<file path="src/rtl/ariane_pkg.sv">
// rtl/ariane_pkg.sv - shared types and helpers for the commit-port fence sequencer
package ariane_pkg;

    // Encodings presented by commit logic on req_kind_i; values 5-7 are reserved.
    typedef enum logic [2:0] {
        FENCE       = 3'd0,
        FENCE_I     = 3'd1,
        SFENCE_VMA  = 3'd2,
        HFENCE_VVMA = 3'd3,
        HFENCE_GVMA = 3'd4
    } fence_kind_t;

    typedef enum logic [2:0] {
        IDLE,
        DRAIN,
        FLUSH_REQ,
        DONE,
        ERR
    } fence_ctrl_state_e;

    // A kind is serviceable only if it is encoded and its privilege extension exists.
    function automatic logic is_fence_kind_valid(input logic [2:0] kind,
                                                 input logic       rvs,
                                                 input logic       rvh);
        logic ok;
        ok = 1'b0;
        case (kind)
            FENCE, FENCE_I:           ok = 1'b1;
            SFENCE_VMA:               ok = rvs;
            HFENCE_VVMA, HFENCE_GVMA: ok = rvh;
            default:                  ok = 1'b0;
        endcase
        return ok;
    endfunction

endpackage

</file>
<file path="src/rtl/fence_drain_counter.sv">
// rtl/fence_drain_counter.sv - saturating cycle counter with clear, enable and threshold compare
module fence_drain_counter #(
    parameter int unsigned StatWidth = 16,
    parameter int unsigned Timeout   = 1024
) (
    input  logic                 clk_i,
    input  logic                 rst_i,
    input  logic                 clear_i,
    input  logic                 en_i,
    output logic [StatWidth-1:0] count_next_o,
    output logic                 reach_o
);

    logic [StatWidth-1:0] count_q;
    logic [StatWidth-1:0] count_d;

    // Saturating increment; the incremented value is what callers latch as a completed count.
    assign count_d      = (&count_q) ? count_q : count_q + StatWidth'(1);
    assign count_next_o = count_d;
    assign reach_o      = (32'(count_d) >= Timeout);

    // Counter register: clear has priority over enable.
    always_ff @(posedge clk_i) begin
        if (rst_i || clear_i) begin
            count_q <= '0;
        end else if (en_i) begin
            count_q <= count_d;
        end
    end

endmodule

</file>
<file path="src/rtl/commit_fence_ctrl.sv">
// rtl/commit_fence_ctrl.sv - serialises fence-class commits: drain stores, flush handshake, done pulse
module commit_fence_ctrl
    import ariane_pkg::*;
#(
    parameter bit          RVS          = 1'b1,
    parameter bit          RVH          = 1'b1,
    parameter int unsigned DrainTimeout = 1024,
    parameter int unsigned StatWidth    = 16
) (
    input  logic                 clk_i,
    input  logic                 rst_i,
    input  logic                 req_valid_i,
    input  logic [2:0]           req_kind_i,
    output logic                 req_ready_o,
    input  logic                 flush_i,
    input  logic                 no_st_pending_i,
    output logic                 ctrl_flush_req_o,
    output logic [2:0]           ctrl_flush_kind_o,
    input  logic                 ctrl_flush_ack_i,
    output logic                 done_o,
    output logic                 error_o,
    output logic                 busy_o,
    output logic                 drain_timeout_o,
    output logic [StatWidth-1:0] drain_cycles_o
);

    fence_ctrl_state_e    state_q;
    logic [2:0]           kind_q;
    logic                 abort_q;
    logic                 timeout_q;
    logic [StatWidth-1:0] drain_cycles_q;

    logic                 accept;
    logic                 cnt_en;
    logic [StatWidth-1:0] cnt_d;
    logic                 cnt_reach;

    assign accept = (state_q == IDLE) && req_valid_i && !flush_i;
    assign cnt_en = (state_q == DRAIN) && !flush_i;

    fence_drain_counter #(
        .StatWidth(StatWidth),
        .Timeout  (DrainTimeout)
    ) u_drain_counter (
        .clk_i       (clk_i),
        .rst_i       (rst_i),
        .clear_i     (accept),
        .en_i        (cnt_en),
        .count_next_o(cnt_d),
        .reach_o     (cnt_reach)
    );

    // Sequencer: one op at a time; an abort during the handshake is remembered until ack.
    always_ff @(posedge clk_i) begin
        if (rst_i) begin
            state_q        <= IDLE;
            kind_q         <= 3'd0;
            abort_q        <= 1'b0;
            timeout_q      <= 1'b0;
            drain_cycles_q <= '0;
        end else begin
            case (state_q)
                IDLE: begin
                    if (accept) begin
                        kind_q    <= req_kind_i;
                        abort_q   <= 1'b0;
                        timeout_q <= 1'b0;
                        state_q   <= is_fence_kind_valid(req_kind_i, RVS, RVH) ? DRAIN : ERR;
                    end
                end
                DRAIN: begin
                    if (flush_i) begin
                        timeout_q <= 1'b0;
                        state_q   <= IDLE;
                    end else begin
                        if (cnt_reach) begin
                            timeout_q <= 1'b1;
                        end
                        if (no_st_pending_i) begin
                            drain_cycles_q <= cnt_d;
                            state_q        <= FLUSH_REQ;
                        end
                    end
                end
                FLUSH_REQ: begin
                    if (flush_i) begin
                        abort_q <= 1'b1;
                    end
                    if (ctrl_flush_ack_i) begin
                        timeout_q <= 1'b0;
                        abort_q   <= 1'b0;
                        state_q   <= (abort_q || flush_i) ? IDLE : DONE;
                    end
                end
                default: begin
                    timeout_q <= 1'b0;
                    state_q   <= IDLE;
                end
            endcase
        end
    end

    assign req_ready_o       = (state_q == IDLE) && !flush_i;
    assign busy_o            = (state_q != IDLE);
    assign ctrl_flush_req_o  = (state_q == FLUSH_REQ);
    assign ctrl_flush_kind_o = (state_q == FLUSH_REQ) ? kind_q : 3'd0;
    assign done_o            = ((state_q == DONE) || (state_q == ERR)) && !flush_i;
    assign error_o           = (state_q == ERR) && !flush_i;
    assign drain_timeout_o   = timeout_q;
    assign drain_cycles_o    = drain_cycles_q;

endmodule
</file>
<file path="config.mk">
export PLATFORM = sky130hd
export DESIGN_NAME = commit_fence_ctrl
export DESIGN_NICKNAME = d
export VERILOG_FILES = /design/src/rtl/ariane_pkg.sv /design/src/rtl/fence_drain_counter.sv /design/src/rtl/commit_fence_ctrl.sv
export SDC_FILE = /design/constraint.sdc
export NUM_CORES = 1
export LEC_CHECK = 0
export ABC_CLOCK_PERIOD_IN_PS = 3150
export BUFFER_PORTS_ARGS = -buffer_cell sky130_fd_sc_hd__buf_2
export CAP_MARGIN = 20
export CORE_AREA = 4 4 62 92
export DETAILED_ROUTE_END_ITERATION = 8
export DIE_AREA = 0 0 66 96
export PLACE_DENSITY_LB_ADDON = 0.05
export SYNTH_ARGS = -nofsm -noshare
export SYNTH_HDL_FRONTEND = slang
export SYNTH_HIERARCHICAL = 1
export SYNTH_SLANG_ARGS = --single-unit
</file>
<file path="constraint.sdc">
create_clock -name clk_i -period 3.15 [get_ports clk_i]
set_input_delay 0 -clock clk_i [delete_from_list [all_inputs] [get_ports clk_i]]
set_output_delay 0 -clock clk_i [all_outputs]
set_load 0.01 [all_outputs]
</file>
Word-level counts from Yosys, hierarchy flattened. Index checks and enable logic that the tools add are counted.

Add/sub/neg operators: 1. $lt $le $gt $ge: 1. Equality and inequality tests: 13. Muxes and demuxes: 21. Bitwise gates (word level): 1. Reductions and logical operators: 21.

Operators by type and width (number): two-way mux 3 bit (6); adder 16 x 1 -> 16 bit (second input constant) (1); >= comparator 16 x 11 -> 1 bit (second input constant) (1); two-way mux 16 bit (1); AND reduction 16 bit (1); == test 3 x 2 -> 1 bit (second input constant) (4); AND reduction 3 bit (4); two-way mux 1 bit (10); one-hot mux 3 bit (3 select lines) (1); == test 3 x 1 -> 1 bit (second input constant) (2); == test 3 bit (second input constant) (2); logical AND 1 bit (6); zero test 3 bit (2); inequality test 3 bit (second input constant) (2); OR reduction 5 bit (1); inequality test 2 x 1 -> 1 bit (second input constant) (2); logical OR 1 bit (3); inequality test 3 x 2 -> 1 bit (second input constant) (1); one-hot mux 1 bit (3 select lines) (1); nonzero test 3 bit (1); two-way mux 2 bit (1); one-hot mux 1 bit (2 select lines) (1); AND reduction 2 bit (1); nonzero test 2 bit (1); other kinds (2) (2).

Register bits after elaboration: 40. Input bits: 9. Word-level logic and storage cells: 64.

Longest topological paths before layout.
Word-level depth: 9. Mapped depth: 9. Mapped depth without buffers: 8.

By module. Netlist, hierarchy kept.

Modules (own cells, without submodules): fence_drain_counter (instances 1, cells an instance 139, area each 1101.1 um2, seq. area each 320.3 um2); commit_fence_ctrl (instances 1, cells an instance 123, area each 1059.8 um2, seq. area each 480.5 um2).

Worst setup path before layout. OpenSTA, ideal clock, no wires.

Path kind: register to register. Start point: register u_drain_counter.count_q[5]. End point: register timeout_q (netlist: drain_timeout_o). Setup time: 116 ps. Data arrival time: 2097 ps. Slack: 937 ps. Stages on the path, launching flop included: 9. Buffers on the path: 1. Path through: dfxtp_1 -> clkbuf_1 -> nand4_1 -> nor4_1 -> and3_1 -> mux2_1 -> a2111o_1 -> a21oi_1 -> nor3_1.

Longest elaborated chain between the ends: 5.

Ends and longest elaborated chain: start, declared (RTL line fence_drain_counter.sv:14) `logic [StatWidth-1:0] count_q;`; start signal, assigned (RTL line fence_drain_counter.sv:27) `count_q <= count_d;`; adder 16 x 1 -> 16 bit / AND reduction 16 bit (equally long branches) (RTL line fence_drain_counter.sv:18) `assign count_d = (&count_q) ? count_q : count_q + StatWidth'(1);`; two-way mux 16 bit (*) (RTL line fence_drain_counter.sv:18); via cnt_d[15] (RTL line commit_fence_ctrl.sv:35) `logic [StatWidth-1:0] cnt_d;`; >= comparator 16 x 11 -> 1 bit (*) (RTL line fence_drain_counter.sv:20) `assign reach_o = (32'(count_d) >= Timeout);`; via cnt_reach (RTL line commit_fence_ctrl.sv:36) `logic cnt_reach;`; inequality test 3 bit (no source line) (*); AND reduction 3 bit (no source line) (*); end signal, assigned (RTL line commit_fence_ctrl.sv:59) `timeout_q <= 1'b0;`; end signal, assigned (RTL line commit_fence_ctrl.sv:67) `timeout_q <= 1'b0;`; end signal, assigned (RTL line commit_fence_ctrl.sv:73) `timeout_q <= 1'b0;`; end, declared (RTL line commit_fence_ctrl.sv:30) `logic timeout_q;`.

Mark *: on every way through the listed nets, which the timed path passes. The rest lies on a longest branch. A chain may end at the register's enable or synchronous reset.

Final worst setup path. Ends and elaborated chain as after synthesis.

==> reports/metrics.yaml <==
critical_path:
  worstSetupEndpointType: "flip-flop"
  worstSetupStartpointType: "flip-flop"
  cp_max_fo: 7
  slowest_stage: "dfxtp_1"
  cp_cell_sequence: "nand4_1, nor4_1, and3_1, mux2_1, a2111o_1, a21oi_1, nor3_1"
  required_ns: 3.31
  worst_path_largest_cell_delay_ns: 0.47
  worstPathArrival_ns: 2.60
  critPathKind: "reg2reg"
synthesis:
  syn-cell-area_um2: 2161
  ys_seq_elements: 40
  synth_edf_count: 0
  yosys.area.top_type: "dfxtp_1"
  ys.flop_type: "dfxtp_1"
  synth.top_cell.area_share: 0.3706
  seq_area_frac_synth: 0.3706
  yosysMostFrequentCell: "nand2_1"
  netlist_top_cells_area: "dfxtp_1 (37%), nand2_1 (9.0%), xor2_1 (4.9%), a21oi_1 (4.6%), a21oi_2 (4.1%)"
  syn_avg_cell_area_um2: 8.247
  syn-num-nets: 272
  synth_common_cells: "nand2_1 (52), dfxtp_1 (40), a21oi_1 (20), nor2_1 (19), nand3_1 (16)"
  synthDistinctLibCells: 52
  ys_warn_count: 6
  syn_inst: 262
  async_reset_ff_frac: 0
clock_network:
  clockRootBuffer: "clkbuf_8"
  path_clk_slew_ns: 0.08
  htreeDepth: 2
  clock_latency_ns: 0.29
  numClockSinks: 40
  cts_tree: "done"
  cts_buffers: 5
  cts_max_path_buffers: 2
floorplanning:
  start_util: 0.4457
  pin_count: 34
  die_area_um2: 6336
  core-area_um2: 4848
  fp.dieH_um: 96
  fp-row-count: 31
  die_w_um: 66
final_layout:
  diodes: 0
  layout-drive-gt1-share: 0.2302
  area.growth.synth_to_final_pct: 13.09
  nets: 300
  fillCellCount: 482
  final_core_util: 0.5040
  fin_area_um2: 2444
global_route:
  busiest_layer: "met2"
  grt_first_pass_wirelength_mm: 8.645
  antenna_found_initial: 0
  grtUsageMet2: 0.3222
  grt_max_degree: 26
  use_met1: 0.1967
  grt_pass1_vias: 1885
  track_usage: 0.1744
  overflow: 0
  met3_usage: 0.02921
min_path:
  hold_class: "in2reg"
placed_design:
  gp_congestion: 0.8087
  dp_hpwl_mm: 3.774
  port_buffers: 33
  dpl_cell_area_um2: 2306
route:
  vias: 1922
  vias_per_cell: 5.384
  postRouteAntennaNets: 0
  drt_iter0_drc: 82
  wl_per_cell_um: 14.32
  drt-total-wl_mm: 5.111
  drc: 0
  drtPass1Iterations: 4
sta:
  timing.final.crit_share: 0.7771
  maxSlewHeadroom: 0.5556
  hold_ws_ns: 0.01525
  finalHoldViolCount: 0
  tightest_slew_ns: 0.6615
  layout_min_cycle_time_ns: 2.448
  maxSlewViolCount: 0
  finalClockSkew_ns: 0.008466
  rsz0062_at_grt: "no"
  tns_ns: 0
  fmax_ghz: 0.4085
  setup_violations: 0
pwr:
  p_per_area_nw_per_um2: 462.3
  vdd_ir_drop_max_uv: 268.1
  p_leak_nw: 0.9194
flow_run:
  maxCapViolCount: 0
status:
  outcome: "finished clean"
==> metal layers <==
metal	part of all wire	up-vias
li1	-	966
met1	0.43	899
met2	0.51	50
met3	0.043	7
met4	0.015	0
met5	0	-
==> report_power, final <==
part	leakage [nW]	internal (mW)	switching, mW	total [mW]
combinational	0.541	0.0656	0.100	0.166
sequential	0.323	0.520	0.0290	0.549
clock	0.0552	0.235	0.179	0.414
total	0.919	0.821	0.308	1.13
==> registers in the layout, indices dropped and copies added, names as in the netlist <==
| register | cells |
|---|---|
| abort_q | 1 |
| drain_cycles_o | 16 |
| drain_timeout_o | 1 |
| kind_q | 3 |
| state_q | 3 |
| u_drain_counter/count_q | 16 |
==> worst max-delay path, delay by kind of cell (launching register included) <==
family,cells,cell delay (ns)
compound gates,2,0.53
flops,1,0.47
mux,1,0.35
simple gates,4,0.96
==> cell usage in the layout, fill, tap and decap left out, drive strengths merged, types with 2 or more instances in the layout <==
cell type,n
nand2b,2
clkbuf,6
or2,2
dlygate4sd3,3
nand4,7
o21ai,4
nor4b,2
a21oi,30
nor3,6
nand3b,2
and3,7
nand3,17
buf,34
and2,3
xnor2,7
dfxtp,40
xor2,12
inv,2
nor2,19
mux2,3
a311oi,3
nor4,6
nand2,54
or3,3
==> cell type report <==
class | instances | area, µm² | area share
Multi-Input combinational cell | 204 | 1242 | 0.5084
Sequential cell | 40 | 800.8 | 0.3277
Timing Repair Buffer | 37 | 202.7 | 0.08295
Tap cell | 66 | 82.58 | 0.03379
Clock buffer | 6 | 72.57 | 0.02970
Clock inverter | 2 | 35.03 | 0.01434
Inverter | 2 | 7.507 | 0.003072
==> final timing paths <==
check                           slack, ns               to                  startpoint  cells after the start
worst min register to register       0.46        kind_q[0]                   kind_q[0]                      2
worst max register to register       0.70  drain_timeout_o  u_drain_counter/count_q[5]                      7
worst max-delay path                 0.70  drain_timeout_o  u_drain_counter/count_q[5]                      7
worst min-delay path                 0.02        kind_q[2]                 req_valid_i                      3
==> what timing repair did <==
action | in CTS | in global routing
resized for setup | 0 | 0
setup buffers | 0 | 0
hold buffers | 3 | 0
endpoints found under the hold margin | 3 | 0
==> through the flow <==
step                      instances  setup slack, ns  power (mW)
after detailed placement        346           0.7320      0.7271
after global routing            357           0.5058       1.186
final                           357           0.7021       1.130
after CTS                       357           0.7145       1.146
after global placement          346           0.8333      0.7273
after floorplan                 262           0.9365      0.6747
==> kinds of logic (layout without fill, tap and decap cells) <==
family	Yosys count	after routing	share of synthesized area
AO/OA/AOI/OAI	43	43	0.1367
XOR/XNOR	19	19	0.07701
adder cells (fa/ha/maj)	1	1	0.005789
buffers and inverters	18	47	0.05443
flip-flops	40	40	0.3706
multiplexers	4	4	0.02200
AND/OR/NAND/NOR	137	137	0.3335
Power figures use the tool's default switching activity.
